`config.mk`:
```
export PLATFORM = sky130hd
export DESIGN_NAME = dcache_fsm
export DESIGN_NICKNAME = d
export VERILOG_FILES = /design/src/rtl/dcache_fsm.sv
export SDC_FILE = /design/constraint.sdc
export NUM_CORES = 1
export LEC_CHECK = 0
export ABC_AREA = 1
export BUFFER_PORTS_ARGS = -buffer_cell sky130_fd_sc_hd__buf_4
export CORE_MARGIN = 5
export CORE_UTILIZATION = 55
export CTS_CLUSTER_DIAMETER = 150
export DETAILED_ROUTE_END_ITERATION = 12
export PLACE_DENSITY_LB_ADDON = 0.15
export SYNTH_ARGS = -nofsm -noshare
export SYNTH_HDL_FRONTEND = slang
export SYNTH_SLANG_ARGS = --single-unit
export TNS_END_PERCENT = 30
```
`constraint.sdc`:
```
create_clock -name i_clk -period 1.8 [get_ports i_clk]
set_input_delay 0.09 -clock i_clk [delete_from_list [all_inputs] [get_ports i_clk]]
set_output_delay 0.09 -clock i_clk [all_outputs]
set_load 0.05 [all_outputs]
```
`src/rtl/dcache_fsm.sv`:
```
// Access sequencer for the 4-way write-back data cache: serves hits, writes back
// dirty victims, fills lines, stalls the core and keeps hit/miss/write-back counts.
module dcache_fsm #(
    parameter int CNT_WIDTH = 32
) (
    input  logic                 i_clk,
    input  logic                 i_arstn,
    input  logic                 i_req,
    input  logic                 i_we,
    input  logic                 i_store_ma,
    input  logic                 i_hit,
    input  logic                 i_dirty,
    input  logic                 i_mem_done,
    output logic                 o_stall,
    output logic                 o_cache_we,
    output logic                 o_block_we,
    output logic                 o_mem_access,
    output logic                 o_mem_rd_req,
    output logic                 o_mem_wr_req,
    output logic                 o_addr_wb_sel,
    output logic [CNT_WIDTH-1:0] o_hit_cnt,
    output logic [CNT_WIDTH-1:0] o_miss_cnt,
    output logic [CNT_WIDTH-1:0] o_wb_cnt
);

    // state        | meaning
    // ST_IDLE      | serve hits, detect misses
    // ST_WRITEBACK | dirty victim being written to memory
    // ST_ALLOCATE  | line fill from memory in progress
    typedef enum logic [1:0] {
        ST_IDLE      = 2'd0,
        ST_WRITEBACK = 2'd1,
        ST_ALLOCATE  = 2'd2
    } state_t;

    state_t state_q;
    state_t state_d;

    logic stall;
    logic cache_we;
    logic block_we;
    logic mem_access;
    logic mem_rd_req;
    logic mem_wr_req;
    logic addr_wb_sel;
    logic hit_inc;
    logic miss_inc;
    logic wb_inc;

    always_ff @(posedge i_clk or negedge i_arstn) begin
        if (!i_arstn) begin
            state_q <= ST_IDLE;
        end else begin
            state_q <= state_d;
        end
    end

    always_comb begin
        state_d     = state_q;
        stall       = 1'b0;
        cache_we    = 1'b0;
        block_we    = 1'b0;
        mem_access  = 1'b0;
        mem_rd_req  = 1'b0;
        mem_wr_req  = 1'b0;
        addr_wb_sel = 1'b0;
        hit_inc     = 1'b0;
        miss_inc    = 1'b0;
        wb_inc      = 1'b0;
        case (state_q)
            ST_IDLE: begin
                // misaligned stores are dropped here; the exception is raised downstream
                if (i_req && !(i_we && i_store_ma)) begin
                    if (i_hit) begin
                        mem_access = 1'b1;
                        cache_we   = i_we;
                        hit_inc    = 1'b1;
                    end else begin
                        stall    = 1'b1;
                        miss_inc = 1'b1;
                        state_d  = i_dirty ? ST_WRITEBACK : ST_ALLOCATE;
                    end
                end
            end
            ST_WRITEBACK: begin
                stall       = 1'b1;
                mem_wr_req  = 1'b1;
                addr_wb_sel = 1'b1;
                if (i_mem_done) begin
                    wb_inc  = 1'b1;
                    state_d = ST_ALLOCATE;
                end
            end
            ST_ALLOCATE: begin
                stall      = 1'b1;
                mem_rd_req = 1'b1;
                if (i_mem_done) begin
                    block_we = 1'b1;
                    state_d  = ST_IDLE;
                end
            end
            default: begin
                state_d = ST_IDLE;
            end
        endcase
    end

    // Mealy outputs follow i_req even while reset holds the state, so gate them.
    assign o_stall       = i_arstn & stall;
    assign o_cache_we    = i_arstn & cache_we;
    assign o_block_we    = i_arstn & block_we;
    assign o_mem_access  = i_arstn & mem_access;
    assign o_mem_rd_req  = i_arstn & mem_rd_req;
    assign o_mem_wr_req  = i_arstn & mem_wr_req;
    assign o_addr_wb_sel = i_arstn & addr_wb_sel;

    always_ff @(posedge i_clk or negedge i_arstn) begin
        if (!i_arstn) begin
            o_hit_cnt  <= '0;
            o_miss_cnt <= '0;
            o_wb_cnt   <= '0;
        end else begin
            if (hit_inc) begin
                o_hit_cnt <= o_hit_cnt + CNT_WIDTH'(1);
            end
            if (miss_inc) begin
                o_miss_cnt <= o_miss_cnt + CNT_WIDTH'(1);
            end
            if (wb_inc) begin
                o_wb_cnt <= o_wb_cnt + CNT_WIDTH'(1);
            end
        end
    end

endmodule

```
Word level (Yosys, flattened, before mapping)
Index checks and enable logic that the tools add are counted.
{"block": "word_totals", "regBits": 98, "inputBits": 8, "output_inout_bits": 103, "word_cells": 46}
{"block": "classes", "add_sub_neg": 3, "eq_ne": 6, "mux": 21, "n_bitwise": 6, "n_reduce_logical": 6}
{"cell": "$add 32x1->32 const B", "n": 3}
{"cell": "$mux 1", "n": 14}
{"cell": "$mux 2", "n": 5}
{"cell": "$ne 2x2->1 const B", "n": 4}
{"cell": "$and 1x1->1", "n": 6}
{"cell": "$pmux 2 s3", "n": 1}
{"cell": "$reduce_and 4->1", "n": 1}
{"cell": "$eq 2x1->1 const B", "n": 1}
{"cell": "$eq 2x2->1 const B", "n": 1}
{"cell": "$logic_and 1x1->1", "n": 2}
{"cell": "$logic_not 2->1", "n": 1}
{"cell": "$pmux 1 s2", "n": 1}
{"cell": "$reduce_or 2->1", "n": 1}
{"cell": "$logic_not 1->1", "n": 1}

Depth between registers and ports, before layout
Gate-level depths: netlist (run 1).
{"block": "logic_depth", "word_depth": 6, "depth_mapped": 11}

Worst setup path after synthesis (run 1)
Ideal clock, no wire load.
{"block": "synth_timing", "path_kind": "register to register", "startpoint": "reg o_miss_cnt[0]", "endpoint": "reg o_miss_cnt[26]", "setup_ns": 0.123, "arrival_time_ns": 1.753, "required_time_ns": 1.677, "setup_slack_ns": -0.077, "stages_incl_launch_ff": 9, "n_path_buf": 0, "synth_period_minus_slack_ns": 1.877, "path_cell_list": "dfrtp_1 > ha_1 > nand2_1 > nor2_1 > nand3_1 > nor2_1 > nand2_1 > o21ai_0 > nand2_1"}
{"block": "synth_between", "elab_chain_len": 1}
{"element": "from (decl)", "line_no": "22", "source": "output logic [CNT_WIDTH-1:0] o_miss_cnt,"}
{"element": "from (signal assigned)", "line_no": "127", "source": "o_miss_cnt <= o_miss_cnt + CNT_WIDTH'(1);"}
{"element": "$add 32x1->32", "line_no": "127"}
Every way passes these cells.
A chain may end at the register's enable or synchronous reset.

Worst setup path after layout (run 1)
{"block": "layout_timing", "startpoint": "reg state_q[1]", "endpoint": "out o_cache_we"}
{"block": "layout_between", "elab_chain_len": 3}
{"element": "from (decl)", "line_no": "36", "source": "state_t state_q;"}
{"element": "from (signal assigned)", "line_no": "54", "source": "state_q <= state_d;"}
{"element": "$logic_not 2->1", "line_no": "70", "source": "case (state_q)"}
{"element": "$mux 1", "line_no": "70"}
{"element": "$and 1x1->1", "line_no": "110", "source": "assign o_cache_we = i_arstn & cache_we;"}
{"element": "to (decl)", "line_no": "15", "source": "output logic o_cache_we,"}
Every way passes these cells.

==> results of run 1 <==
## cells by family (layout without fill, tap and decap cells)
kind of cell	count (synthesis)	in the layout	share of synthesized area (%)
buf+inv	92	237	6.40
compound gates	8	8	0.872
simple gates	428	428	36.2
fa+ha+maj	7	7	1.61
flops	98	98	45.0
xor+xnor	62	62	9.96
## metal layers
metal	wire, um	share of wire [%]
met5	0	0
met4	192	1.4
met2	6630	48
met3	675	4.9
met1	6310	46
## final timing paths
| kind | cells past startpoint | slack, ns | end |
|---|---|---|---|
| min in group asynchronous | 2 | 0.20 | o_miss_cnt[18] |
| worst min-delay path | 4 | 0.09 | o_wb_cnt[1] |
| worst max register to register | 10 | 0.10 | o_hit_cnt[30] |
| max in group asynchronous | 3 | 0.50 | o_miss_cnt[23] |
| worst min register to register | 1 | 0.50 | o_miss_cnt[0] |
| worst max-delay path | 6 | 0.08 | o_cache_we |
## worst register-to-register path: stages, from the launching register on
cell     delay, ns
dfrtp_1       0.42
inv_2         0.10
ha_4          0.17
nand2_2       0.08
nor2_4        0.13
buf_4         0.13
nand3_2       0.06
nor2_2        0.23
nand3_1       0.13
nand2_1       0.09
nand2_1       0.05
## report_power, final
part / internal (mW) / total (mW) / switching, mW / leakage (nW)
registers: 2.36 / 2.57 / 0.207 / 1.31
clock network: 0.569 / 1.36 / 0.787 / 0.0834
logic: 0.564 / 1.71 / 1.14 / 2.17
## cell usage in the layout (no fill, tap or decap), types with 2 or more instances in the layout
master and n:
and2_1 2, buf_4 125, buf_6 3, clkbuf_8 11
clkinvlp_4 3, dfrtp_1 94, dfrtp_2 4, dlygate4sd3_1 2
ha_1 5, inv_1 87, inv_2 3, nand2_1 208
nand2_2 7, nand2_4 3, nand3_1 45, nand3_4 2
nand3b_1 8, nand4_1 29, nor2_1 86, nor2_2 10
nor2_4 8, nor3_1 11, nor3_2 2, nor3_4 2
o21ai_0 4, o21bai_1 2, xnor2_1 30, xor2_1 32
## layout make-up
type                    count  area, um^2  share of cell area, %
multi-input cells         505        2720                   39.5
flip-flops and latches     98        2460                   35.7
repair buffers            131        1010                   14.7
inverters                  91         344                   5.01
well taps                 133         166                   2.42
clock buffers              11         151                   2.20
clock inverters             4        27.5                  0.400
## metrics by stage
stage / utilization (%) / area (um^2) / setup slack [ns] / hold WS (ns) / TNS [ns]
floorplan: - / 5460 / -0.0281 / -0.206 / -0.0356
global placement: 66.8 / 6500 / 0.0345 / 0.0290 / 0
detailed placement: 66.8 / 6500 / -0.0881 / 0.0373 / -0.310
CTS: 69.7 / 6780 / -0.00538 / 0.124 / -0.00538
global route: 70.7 / 6870 / -0.0393 / 0.105 / -0.120
finish: 70.7 / 6870 / 0.0754 / 0.0886 / 0
## repair_timing
item / CTS / global route
pin swaps: 2 / 6
hold buffers: 2 / 0
hold endpoints to repair: 21 / 0
resized for setup: 7 / 16
setup buffers: 5 / 6
setup endpoints to repair: 18 / 43
## flip-flops by register name, indices dropped and copies added (netlist names)
register and cells:
o_wb_cnt 32, o_hit_cnt 32, state_q 2, o_miss_cnt 32
==> results.yml, run 1 <==
logic_synthesis:
  synth_area_um2: 5450
  synth_top_cell_by_area: "dfrtp_1"
  synth.top_cells.by_count: "209 x nand2_1, 98 x dfrtp_1, 92 x nor2_1"
  synth_fp_nets: 710
  yosysUniqueCellTypes: 29
  async_flop_share_pct: 100
  syn_area_per_cell_um2: 7.85
  synth-seq-cells: 98
  yosys_warnings: 0
  yosys.cell_count.top_type: "nand2_1"
  synth_top_area_share_pct: 45.0
  yosys-top-cells-area: "dfrtp_1 45%, nand2_1 14%, nor2_1 6.3%"
  yosysSeqAreaShare_pct: 45.0
  synth_edf_count: 0
  netlist_instances: 695
  synth_ff_type: "dfrtp_1"
detailed_routing:
  via_per_inst: 5.11
  avgRoutedWirePerCell_um: 14.2
  drtPass1Iterations: 5
  first_iter_violations: 218
  drc_errors: 0
  vias: 4968
  routed_wl_um: 13800
  ant_nets: 0
sta:
  maxSlewHeadroom_pct: 47.5
  hold_viol_final: 0
  max_clock_freq_mhz: 580
  rsz0062_at_grt: "yes"
  timing.final.crit_period_ns: 1.72
  timing.final.crit_share_pct: 95.8
  clock_skew_ns: 0.00756
  setup_viol: 0
  worst_pin_slew_ns: 0.788
  finalMaxSlewViolations: 0
floorplan:
  die_h_um: 110
  ioPinCount: 111
  start_util_pct: 56.1
  die_area_um2: 12000
  placement_rows: 36
  core_area_um2: 9730
  die_w_um: 110
placement:
  place_inst: 945
  io_buffers: 110
  dp_hpwl_um: 10400
  gp_congestion: 0.864
global_route:
  grt_max_degree: 61
  gr-total-overflow: 0
  gr-usage-met3_pct: 3.70
  antenna_found_initial: 0
  use_met1_pct: 32.9
  grtUsageTotal_pct: 24.3
  grt_pass1_vias: 4967
  grt.busiest_layer: "met2"
  use_met2_pct: 39.8
  grt_pass1_wl_um: 23200
clocking:
  numCtsBuffers: 9
  clock-sinks: 98
  htreeDepth: 3
  clk_latency_ns: 0.37
  cts_tree: "built"
  clk_pin_slew_ns: 0.10
  cts_buffer_depth: 2
  root_buffer: "clkbuf_8"
status:
  status: "finished, final reports clean"
critical_path:
  endpoint_kind: "output port"
  arrival_ns: 1.63
  cp-start-kind: "register"
  crit_start: "state_q[1]"
  crit_type: "reg -> out"
  critical_path_required_ns: 1.71
  timing.rr.start: "state_q[1]"
  slowest_delay_ns: 0.42
  path_cells: "inv_2 > ha_4 > nand2_2 > nor2_4 > and3_2 > buf_6"
  critPathBufInv: 2
  worstPathMaxFanout: 4
  cp_top_family: "flip-flops"
  cp_slowest_cell: "dfrtp_1"
cells_and_area:
  final_layout_size_suffix_gt1_share_pct: 23.1
  nFillCells: 822
  instances_no_fill: 973
  n_antenna_cell: 0
  synthToLayoutAreaGrowth_pct: 26.0
  nets: 851
worst_hold_path:
  worst_hold_path_type: "in -> reg"
  min_from: "i_mem_done"
pwr:
  finalPower_mw: 5.64
  p_leak_nw: 3.56
  vdd_ir_drop_max_mv: 0.943
  p_per_area_nw_per_um2: 820
run:
  drv_cap: 0
(Power assumes the default switching activity.)
==> run 2, diff against run 1 <==
--- a/config.mk
+++ b/config.mk
@@ -8,9 +8,10 @@
 export ABC_AREA = 1
 export BUFFER_PORTS_ARGS = -buffer_cell sky130_fd_sc_hd__buf_4
 export CORE_MARGIN = 5
-export CORE_UTILIZATION = 55
+export CORE_UTILIZATION = 60
 export CTS_CLUSTER_DIAMETER = 150
 export DETAILED_ROUTE_END_ITERATION = 12
+export MAX_ROUTING_LAYER = met4
 export PLACE_DENSITY_LB_ADDON = 0.15
 export SYNTH_ARGS = -nofsm -noshare
 export SYNTH_HDL_FRONTEND = slang
==> constraint.sdc (replaced) <==
create_clock -name i_clk -period 2.08 [get_ports i_clk]
set_input_delay 0.104 -clock i_clk [delete_from_list [all_inputs] [get_ports i_clk]]
set_output_delay 0.104 -clock i_clk [all_outputs]
set_load 0.05 [all_outputs]
==> results.yml, run 2 (same netlist as run 1, synthesis figures left out) <==
pwr:
  vdd_ir_drop_max_mv: 0.849
  p_leak_nw: 3.45
  p_per_area_nw_per_um2: 716
floorplan:
  start_util_pct: 61.9
  core_area_um2: 8810
  ioPinCount: 111
  die_area_um2: 11100
  die_h_um: 105
  placement_rows: 34
  die_w_um: 105
sta:
  timing.final.crit_period_ns: 1.90
  rsz0062_at_grt: "no"
  max_clock_freq_mhz: 527
  finalMaxSlewViolations: 0
  timing.hold.ws_ns: 0.170
  hold_viol_final: 0
  worst_slack_ns: 0.183
  clock_skew_ns: 0.0112
  worst_pin_slew_ns: 0.718
  maxSlewHeadroom_pct: 52.2
  timing.final.crit_share_pct: 91.2
  setup_viol: 0
  tns_ns: 0
cells_and_area:
  fin_util_pct: 75.6
  nets: 835
  final_common_cell: "nand2_1"
  n_antenna_cell: 0
  synthToLayoutAreaGrowth_pct: 22.0
  final_layout_size_suffix_gt1_share_pct: 20.0
  final_area_um2: 6660
  reg.largest.list: "o_hit_cnt: 32 flops, o_miss_cnt: 32 flops, o_wb_cnt: 32 flops"
  mostFrequentLayoutCells: "209 x nand2_1, 112 x buf_4, 98 x dfrtp_1"
placement:
  preCtsSetupSlack_ns: 0.207
  gp_congestion: 0.891
  dp_hpwl_um: 10400
  placed_area_um2: 6420
  io_buffers: 110
clocking:
  htreeDepth: 3
  cts_buffer_depth: 2
  numCtsBuffers: 9
  clk_pin_slew_ns: 0.09
  cts_tree: "built"
  root_buffer: "clkbuf_8"
  clock-sinks: 98
  clk_latency_ns: 0.36
global_route:
  grt_pass1_wl_um: 23500
  grtUsageTotal_pct: 26.5
  antenna_found_initial: 0
  grt_max_degree: 58
  gr-total-overflow: 0
  grt_pass1_vias: 5088
critical_path:
  arrival_ns: 1.79
  reg2reg_to: "o_wb_cnt[24]"
  reg2reg_depth: 11
  worstPathMaxFanout: 7
  r2r_setup_slack_ns: 0.26
  critical_path_required_ns: 1.98
  cp-start-kind: "register"
  cp_slowest_cell: "dfrtp_1"
  timing.rr.start: "state_q[1]"
  slowest_delay_ns: 0.42
  endpoint_kind: "output port"
  crit_type: "reg -> out"
  path_cells: "inv_2 > ha_4 > nand2_2 > nor2_8 > o21ai_0 > nor2_1 > buf_6"
status:
  status: "finished, final reports clean"
detailed_routing:
  first_iter_violations: 237
  drtPass1Iterations: 5
  vias: 4995
  ant_nets: 0
  routed_wl_um: 13500
  via_per_inst: 5.35
  drc_errors: 0
  avgRoutedWirePerCell_um: 14.5
run:
  drv_cap: 0
worst_hold_path:
  worst_hold_path_type: "in -> reg"
  whs_path_depth: 4
  min_from: "i_mem_done"
  hold_end: "o_wb_cnt[1]"
[run 2: repair_timing]
action / in CTS / in global routing
gates cloned: 0 / 0
setup endpoints to repair: 1 / 2
setup buffers: 1 / 0
pin swaps: 1 / 1
resized for setup: 0 / 5
endpoints found under the hold margin: 19 / 1
hold buffers: 1 / 1
[run 2: final cells by class]
type                            count  area (um^2)
Tap cell                          108          135
Clock buffer                       11          151
Clock inverter                      5         37.5
Timing Repair Buffer              115          872
Fill cell                         666         2150
Multi-Input combinational cell    505         2670
Sequential cell                    98         2450
Inverter                           91          342
[run 2: layer usage]
metal,vias up,share of wire (%),track usage [%]
met2,203,48,43.3
li1,2418,-,-
met4,0,1.9,8.15
met5,-,0,-
met3,29,7.3,5.99
met1,2345,42,33.1
[run 2: worst max path at each step]
stage | to | startpoint | slack [ns] | cells after the start
finish | o_stall | state_q[0] | 0.18 | 7
global route | o_stall | state_q[1] | 0.04 | 7
CTS | o_stall | state_q[0] | 0.005 | 7
detailed placement | o_hit_cnt[24] | state_q[1] | 0.21 | 9
global placement | o_hit_cnt[24] | state_q[0] | 0.33 | 9
floorplan | o_miss_cnt[26] | o_miss_cnt[0] | 0.20 | 8
[run 2: per-stage QoR]
step                      std cells  power, mW
after global routing            933       4.99
after CTS                       932       4.76
final                           933       4.77
after global placement          914       3.52
after floorplan                 695       3.12
after detailed placement        914       3.57
[run 2: worst max-delay path, delay by kind of cell, from the launching register on]
kind / cells / cell delay (ns)
and+or+nand+nor: 3 / 0.45
DFF: 1 / 0.42
adders and majority gates: 1 / 0.17
buffers and inverters: 2 / 0.29
AOI/OAI and AO/OA: 1 / 0.11
[run 2: where the power goes]
part	leakage, nW	switching, mW	internal [mW]
combinational	2.05	0.932	0.401
clock	0.0919	0.688	0.505
sequential	1.31	0.201	2.04
==> run 3, diff against run 2 <==
--- a/config.mk
+++ b/config.mk
@@ -5,12 +5,11 @@
 export SDC_FILE = /design/constraint.sdc
 export NUM_CORES = 1
 export LEC_CHECK = 0
-export ABC_AREA = 1
-export BUFFER_PORTS_ARGS = -buffer_cell sky130_fd_sc_hd__buf_4
 export CORE_MARGIN = 5
-export CORE_UTILIZATION = 60
+export CORE_UTILIZATION = 65
 export CTS_CLUSTER_DIAMETER = 150
 export DETAILED_ROUTE_END_ITERATION = 12
+export DONT_BUFFER_PORTS = 1
 export MAX_ROUTING_LAYER = met4
 export PLACE_DENSITY_LB_ADDON = 0.15
 export SYNTH_ARGS = -nofsm -noshare
==> results.yml, run 3 <==
clocking:
  cts_tree: "built"
  root_buffer: "clkbuf_8"
  numCtsBuffers: 9
  clk_pin_slew_ns: 0.10
  htreeDepth: 3
  clk_latency_ns: 0.36
  cts-hold-fix-buffers: 2
  clock-sinks: 98
  cts_buffer_depth: 2
floorplan:
  die_w_um: 95.4
  placement_rows: 31
  core_area_um2: 7180
  die_area_um2: 9110
  ioPinCount: 111
  start_util_pct: 66.1
  die_h_um: 95.4
sta:
  timing.final.crit_share_pct: 94.0
  timing.hold.ws_ns: -0.571
  hold_viol_final: 98
  setup_viol: 0
  finalMaxSlewViolations: 0
  worst_pin_slew_ns: 0.674
  rsz0062_at_grt: "no"
  timing.final.crit_period_ns: 1.96
  tns_ns: 0
  max_clock_freq_mhz: 511
  maxSlewHeadroom_pct: 54.7
  clock_skew_ns: 0.0133
status:
  status: "complete, but fails checks"
  violations: "negative hold slack"
critical_path:
  worstPathMaxFanout: 8
  cp-start-kind: "register"
  crit_type: "reg -> out"
  critical_path_required_ns: 1.98
  endpoint_kind: "output port"
  r2r_setup_slack_ns: 0.15
  arrival_ns: 1.85
cells_and_area:
  final_area_um2: 5840
  n_antenna_cell: 0
  synthToLayoutAreaGrowth_pct: 23.2
  final_layout_size_suffix_gt1_share_pct: 26.9
  mostFrequentLayoutCells: "95 x dfrtp_1, 95 x buf_4, 49 x xnor2_1"
  fin_util_pct: 81.4
  nets: 541
  reg.largest.list: "o_hit_cnt: 32 flops, o_miss_cnt: 32 flops, o_wb_cnt: 32 flops"
logic_synthesis:
  yosys_warnings: 0
  synth.top_cells.by_count: "98 x dfrtp_1, 49 x xnor2_1, 44 x xor2_1"
  synth_top_cell_by_area: "dfrtp_1"
  syn_area_per_cell_um2: 11.1
  synth_fp_nets: 442
  netlist_instances: 427
  synth_ff_type: "dfrtp_1"
  synth_top_area_share_pct: 51.7
  synth_edf_count: 0
  async_flop_share_pct: 100
  synth_area_um2: 4740
  yosysUniqueCellTypes: 38
  yosysSeqAreaShare_pct: 51.7
  synth-seq-cells: 98
  yosys-top-cells-area: "dfrtp_1 52%, xnor2_1 9.0%, xor2_1 8.1%"
  yosys.cell_count.top_type: "dfrtp_1"
detailed_routing:
  ant_nets: 0
  first_iter_violations: 168
  drtPass1Iterations: 4
  routed_wl_um: 11100
  drc_errors: 0
  vias: 3667
  avgRoutedWirePerCell_um: 17.6
  via_per_inst: 5.82
global_route:
  grt.busiest_layer: "met2"
  grt_pass1_wl_um: 17900
  use_met2_pct: 41.5
  antenna_found_initial: 0
  use_met1_pct: 32.2
  grt_max_degree: 105
  grtUsageTotal_pct: 25.8
  grt_pass1_vias: 3650
  gr-total-overflow: 0
  gr-usage-met3_pct: 6.39
run:
  drv_cap: 0
placement:
  gp_congestion: 0.800
  io_buffers: 0
  dp_hpwl_um: 7890
  placed_area_um2: 5560
pwr:
  p_per_area_nw_per_um2: 813
  p_leak_nw: 2.91
  vdd_ir_drop_max_mv: 0.789
  finalPower_mw: 4.75
worst_hold_path:
  worst_hold_path_type: "in -> async"
run 3: cell types whose count changed in the layout (fill, tap and decap cells not counted), sizes merged, moves of 17 or more:
cell and delta:
inv -76, nand2 -185, nand3 -17, nor2 -94, nor4 +20, xnor2 +19
run 3: report_power, final:
| group | switching (mW) | leakage, nW | internal (mW) |
|---|---|---|---|
| sequential | 0.0984 | 1.30 | 2.03 |
| clock | 0.682 | 0.117 | 0.716 |
| combinational | 0.836 | 1.50 | 0.394 |
run 3: area by class of cell:
cell class,count,area [um^2]
Clock buffer,10,138
Clock inverter,6,87.6
Fill cell,441,1330
Inverter,14,52.6
Multi-Input combinational cell,303,2200
Sequential cell,98,2460
Tap cell,99,124
Timing Repair Buffer,100,785
run 3: final timing paths:
| kind | start | end | cells after the start |
|---|---|---|---|
| min in group i_clk | i_hit | o_hit_cnt[0] | 2 |
| max | state_q[0] | o_cache_we | 6 |
| max in group asynchronous | i_arstn | o_miss_cnt[17] | 0 |
| min reg2reg | o_hit_cnt[26] | o_hit_cnt[26] | 1 |
| max reg2reg | state_q[1] | o_wb_cnt[31] | 7 |
| min | i_arstn | o_hit_cnt[23] | 0 |
run 3: cell families after synthesis:
family | synth area share (%)
simple gates | 25.0
compound gates | 0.923
mux | 0.712
flops | 51.7
xor+xnor | 17.2
buf+inv | 2.66
fa+ha+maj | 1.85
run 3: metal layers:
layer | up-vias | share of wire, %
met5 | - | 0
met4 | 0 | 1.1
met3 | 13 | 7.1
met2 | 112 | 51
met1 | 1838 | 41
li1 | 1704 | -
run 3: worst max-delay path: stages (launching register included):
cell and delay [ns]:
dfrtp_1 0.42, inv_1 0.14, ha_4 0.19, buf_4 0.15, and3_4 0.22, and3_1 0.22
buf_12 0.15
run 3: per-stage QoR:
| stage | setup slack (ns) | std cells |
|---|---|---|
| 2_1_floorplan | 0.0136 | 427 |
| 3_3_place_gp | 0.266 | 612 |
| 3_5_place_dp | 0.131 | 612 |
| 4_1_cts | 0.0279 | 630 |
| 5_1_grt | 0.00986 | 630 |
| 6_report | 0.124 | 630 |
run 3: what timing repair did:
action                                  4_1_cts  5_1_grt
gates resized for setup                       3        5
endpoints found under the hold margin       102       98
setup buffers                                 0        0
endpoints found under the setup margin        3       10
